[src/rtl/uart_pkg.sv]
// UART shared definitions: frame line levels, default width and FSM states.
// Common to the transmitter and the receiver so both agree on frame format.
package uart_pkg;

    localparam int UART_DATA_WIDTH = 8;

    localparam logic START_BIT  = 1'b0;
    localparam logic STOP_BIT   = 1'b1;
    localparam logic IDLE_LEVEL = 1'b1;

    typedef enum logic [2:0] {
        IDLE,
        START,
        DATA,
        PARITY,
        STOP
    } state_t;

endpackage

[src/rtl/uart_baud_cnt.sv]
// UART bit-period counter.
// Flags the final clock of every serial bit period.
module uart_baud_cnt #(
    parameter int CLKS_PER_BIT = 1
) (
    input  logic clk,
    input  logic rst,
    input  logic clear,
    output logic bit_end
);

    localparam int CW = (CLKS_PER_BIT > 1) ? $clog2(CLKS_PER_BIT) : 1;
    localparam logic [CW-1:0] LAST = CW'(CLKS_PER_BIT - 1);

    logic [CW-1:0] cnt;

    assign bit_end = (cnt == LAST);

    always_ff @(posedge clk) begin
        if (rst || clear || bit_end)
            cnt <= '0;
        else
            cnt <= cnt + CW'(1);
    end

endmodule

[src/rtl/uart_tx.sv]
// UART transmitter: start bit, LSB-first data, optional parity, stop bit.
// Host side is a valid/ready byte interface; tx_out idles high.
module uart_tx
    import uart_pkg::*;
#(
    parameter int DATA_WIDTH   = UART_DATA_WIDTH,
    parameter int CLKS_PER_BIT = 1
) (
    input  logic                  clk,
    input  logic                  rst,
    input  logic [DATA_WIDTH-1:0] tx_data_in,
    input  logic                  tx_valid,
    output logic                  tx_ready,
    input  logic                  par_en,
    input  logic                  par_odd,
    output logic                  tx_out,
    output logic                  tx_busy,
    output logic                  tx_done
);

    localparam int BW = (DATA_WIDTH > 1) ? $clog2(DATA_WIDTH) : 1;
    localparam logic [BW-1:0] LAST_BIT = BW'(DATA_WIDTH - 1);

    state_t                state;
    state_t                state_nx;
    logic                  bit_end;
    logic                  baud_clear;
    logic                  accept;
    logic                  last_data;
    logic [DATA_WIDTH-1:0] shift_q;
    logic [BW-1:0]         bit_cnt;
    logic                  par_q;
    logic                  par_en_q;

    assign accept     = tx_valid && tx_ready;
    assign last_data  = (bit_cnt == LAST_BIT);
    assign baud_clear = (state == IDLE);

    uart_baud_cnt #(
        .CLKS_PER_BIT(CLKS_PER_BIT)
    ) u_baud (
        .clk    (clk),
        .rst    (rst),
        .clear  (baud_clear),
        .bit_end(bit_end)
    );

    always_ff @(posedge clk) begin
        if (rst)
            state <= IDLE;
        else
            state <= state_nx;
    end

    always_comb begin
        state_nx = state;
        unique case (state)
            IDLE:    if (accept) state_nx = START;
            START:   if (bit_end) state_nx = DATA;
            DATA:
                if (bit_end && last_data)
                    state_nx = par_en_q ? PARITY : STOP;
            PARITY:  if (bit_end) state_nx = STOP;
            STOP:
                if (bit_end)
                    state_nx = accept ? START : IDLE;
            default: state_nx = IDLE;
        endcase
    end

    always_comb begin
        tx_out   = IDLE_LEVEL;
        tx_busy  = 1'b1;
        tx_ready = 1'b0;
        tx_done  = 1'b0;
        unique case (state)
            IDLE: begin
                tx_busy  = 1'b0;
                tx_ready = 1'b1;
            end
            START:  tx_out = START_BIT;
            DATA:   tx_out = shift_q[0];
            PARITY: tx_out = par_q;
            STOP: begin
                tx_out   = STOP_BIT;
                tx_ready = bit_end;
                tx_done  = bit_end;
            end
            default: tx_out = IDLE_LEVEL;
        endcase
    end

    // Accept only happens in IDLE or the last STOP cycle, never while shifting.
    always_ff @(posedge clk) begin
        if (rst) begin
            shift_q  <= '0;
            bit_cnt  <= '0;
            par_q    <= 1'b0;
            par_en_q <= 1'b0;
        end else begin
            if (accept) begin
                shift_q  <= tx_data_in;
                par_en_q <= par_en;
                par_q    <= (^tx_data_in) ^ par_odd;
            end else if (state == DATA && bit_end) begin
                shift_q <= shift_q >> 1;
                bit_cnt <= bit_cnt + BW'(1);
            end
            if (state == START)
                bit_cnt <= '0;
        end
    end

endmodule

[config.mk]
export PLATFORM = sky130hd
export DESIGN_NAME = uart_tx
export DESIGN_NICKNAME = d
export VERILOG_FILES = /design/src/rtl/uart_pkg.sv /design/src/rtl/uart_baud_cnt.sv /design/src/rtl/uart_tx.sv
export SDC_FILE = /design/constraint.sdc
export NUM_CORES = 1
export LEC_CHECK = 0
export ABC_AREA = 1
export CELL_PAD_IN_SITES_DETAIL_PLACEMENT = 1
export CELL_PAD_IN_SITES_GLOBAL_PLACEMENT = 1
export CORE_ASPECT_RATIO = 0.5
export CORE_UTILIZATION = 37
export CTS_CLUSTER_SIZE = 10
export DETAILED_ROUTE_END_ITERATION = 7
export DONT_BUFFER_PORTS = 1
export PLACE_DENSITY = 0.72
export SLEW_MARGIN = 20
export SYNTH_ARGS = -nofsm -noshare
export SYNTH_HDL_FRONTEND = slang
export SYNTH_SLANG_ARGS = --single-unit
[constraint.sdc]
create_clock -name clk -period 1.2 [get_ports clk]
set_input_delay 0.18 -clock clk [delete_from_list [all_inputs] [get_ports clk]]
set_output_delay 0.18 -clock clk [all_outputs]
set_load 0.1 [all_outputs]
==> results <==
layout by cell type (no fill, tap or decap), types with 2 or more instances in the layout:
cell / instances
o21ai_1: 3
a21oi_1: 5
o21ai_0: 2
nor2_4: 4
inv_1: 15
ha_1: 2
o21ai_2: 2
clkbuf_8: 3
inv_2: 5
dfxtp_1: 13
nand2_2: 6
nand2_4: 7
nor2_1: 11
inv_4: 5
nor2_2: 2
buf_12: 4
buf_6: 4
a31oi_1: 6
nand2_1: 52
dfxtp_4: 3
buf_4: 9
nand3_1: 3
clkinvlp_4: 2
critical path, stage by stage, from the launching register on:
cell and delay (ns):
dfxtp_1 0.35, ha_1 0.24, ha_1 0.22, o21ai_2 0.19, inv_2 0.07, nand2_4 0.09, o21ai_2 0.07, nor2_1 0.14
report_power, final:
part / switching (mW) / internal [mW] / leakage [nW] / total [mW]
clock: 0.236 / 0.237 / 0.0260 / 0.472
sequential: 0.186 / 0.728 / 0.142 / 0.915
combinational: 2.05 / 1.16 / 0.520 / 3.21
kinds of logic (layout without fill, tap and decap cells):
group                      Yosys count  after routing  share of synthesized area (%)
AOI/OAI and AO/OA                   21             21                          12.34
xor gates and xnor gates             1              1                         0.8999
adders and majority gates            2              2                          2.570
buffers and inverters               28             49                          11.31
DFF                                 17             17                          34.96
other                                1              1                         0.3852
and+or+nand+nor                     89             89                          37.53
sequential cells by signal, indices dropped and copies added, names as in the netlist:
register / cells
shift_q: 8
bit_cnt: 3
state: 3
par_en_q: 1
par_q: 1
u_baud.cnt: 1
per-stage QoR:
step	utilization (%)	instance area, um2
6_report	61.00	1429
4_1_cts	57.75	1353
5_1_grt	61.00	1429
3_5_place_dp	50.48	1182
2_1_floorplan	-	1037
3_3_place_gp	50.48	1182
metal layers:
layer | track usage (%) | vias to the layer above | wire [um]
li1 | - | 528 | -
met1 | 28.03 | 534 | 1613
met2 | 45.27 | 43 | 1903
met3 | 7.895 | 17 | 229
met4 | 7.075 | 0 | 131
met5 | 0 | - | 0
path summary, 6_finish.rpt:
| kind | start | to | slack [ns] |
|---|---|---|---|
| worst max-delay path | bit_cnt[0] | state[1] | -0.24 |
| worst min-delay path | tx_data_in[7] | shift_q[7] | 0.06 |
| worst max register to register | bit_cnt[0] | state[1] | -0.24 |
| worst min register to register | shift_q[7] | shift_q[7] | 0.47 |
timing repair:
| action | CTS | global route |
|---|---|---|
| hold buffers | 1 | 0 |
| cloned | 0 | 1 |
| gates resized for setup | 19 | 18 |
| setup endpoints to repair | 17 | 20 |
| setup buffers | 4 | 3 |
| pin swaps | 4 | 10 |
| hold endpoints to repair | 7 | 0 |
final cells by class:
type,instances,area [um2]
fill,314,913.4
multi-input combinational,114,658.1
sequential,17,352.8
timing repair buffer,18,202.7
inverter,26,117.6
tap,35,43.79
clock buffer,3,41.29
clock inverter,1,6.256
timing repair inverter,1,6.256
==> flow_summary.toml <==
[sta]
min_period_over_period_pct = 119.8
period_minus_slack_ns = 1.438
rsz0062_at_grt = "true"
setup_viol = 19
whs_ns = 0.06105
fin_skew_ns = 0.001044
setup_slack_ns = -0.2382
max_freq_ghz = 0.6953
slew_violations = 0
fin_tns_setup_ns = -2.610
finalHoldViolCount = 0

[yosys]
yosysWarnings = 0
synth_largest_area_cell = "dfxtp_1"
syn_nets = 174
ys_ff_latch = 17
netlist_instances = 159
synthTopCellsByCount = "61 x nand2_1, 20 x inv_1, 17 x dfxtp_1, 15 x nor2_1, 7 x a31oi_1"
synth_area_leaders = "dfxtp_1 35%, nand2_1 24%, inv_1 7.7%"
yosysSeqAreaShare_pct = 34.96
synth_cell_types = 22
syn_area_per_cell_um2 = 6.122
synth_top_area_share_pct = 34.96
synth_edf_count = 0
syn_area_um2 = 973.4
ys_async_sr_fraction_pct = 0
synth_ff_type = "dfxtp_1"
yosysMostFrequentCell = "nand2_1"

[pwr]
p_per_area_mw_per_mm2 = 3218
power_leakage_nw = 0.6871
power_mw = 4.598
ir_drop_mv = 1.836

[cts]
cts_root_buf = "clkbuf_8"
htreeDepth = 1
clock-sinks = 17
clk_latency_ns = 0.26
cts_made_buffers = 3
clkTransAtPathRegs_ns = 0.07
cts_tree = "done"
cts.path.max_buffers = 2

[floorplan]
initial_utilization_pct = 41.56
die_area_mm2 = 0.002853
die_h_um = 38.27
core_mm2 = 0.002342
fp.dieW_um = 74.54
placementRows = 12
pin_count = 17

[grt]
antenna_found_initial = 0
grt_pass1_wl_mm = 4.885
grt_usage_pct = 24.69
overflow = 0
grt_pass1_vias = 1035
grt_max_degree = 12

[placement]
hpwl_mm = 2.069
io_buffers = 0
pre_cts_slack_ns = -0.08124
gp_congestion = 0.8106
numPlacedInstances = 202

[setup_path]
crit_type = "reg2reg"
worst-path-max-fanout = 4
critPathCaptureType = "flip-flop"
required_ns = 1.39
reg2reg_depth = 7
crit_path_start_kind = "flip-flop"
arrival_ns = 1.63

[cells_and_area]
area_growth_pct = 46.79
diodes = 0
finalNetCount = 196
drive_gt1_share_pct = 35.00
final_cells = 215

[routing]
viasPerCell = 5.219
routedWlPerCell_um = 18.04
first_iter_violations = 46
routed_wl_mm = 3.878
dr.pass1.iters = 4
drc = 0
postRouteAntennaNets = 0
vias = 1122

[status]
status = "finished with violations"
violations = "setup timing"

[worst_hold_path]
hold_class = "in2reg"
whs_path_depth = 2

[job]
maxCapViolCount = 0
Note: power is estimated with default switching activity, not from simulation.
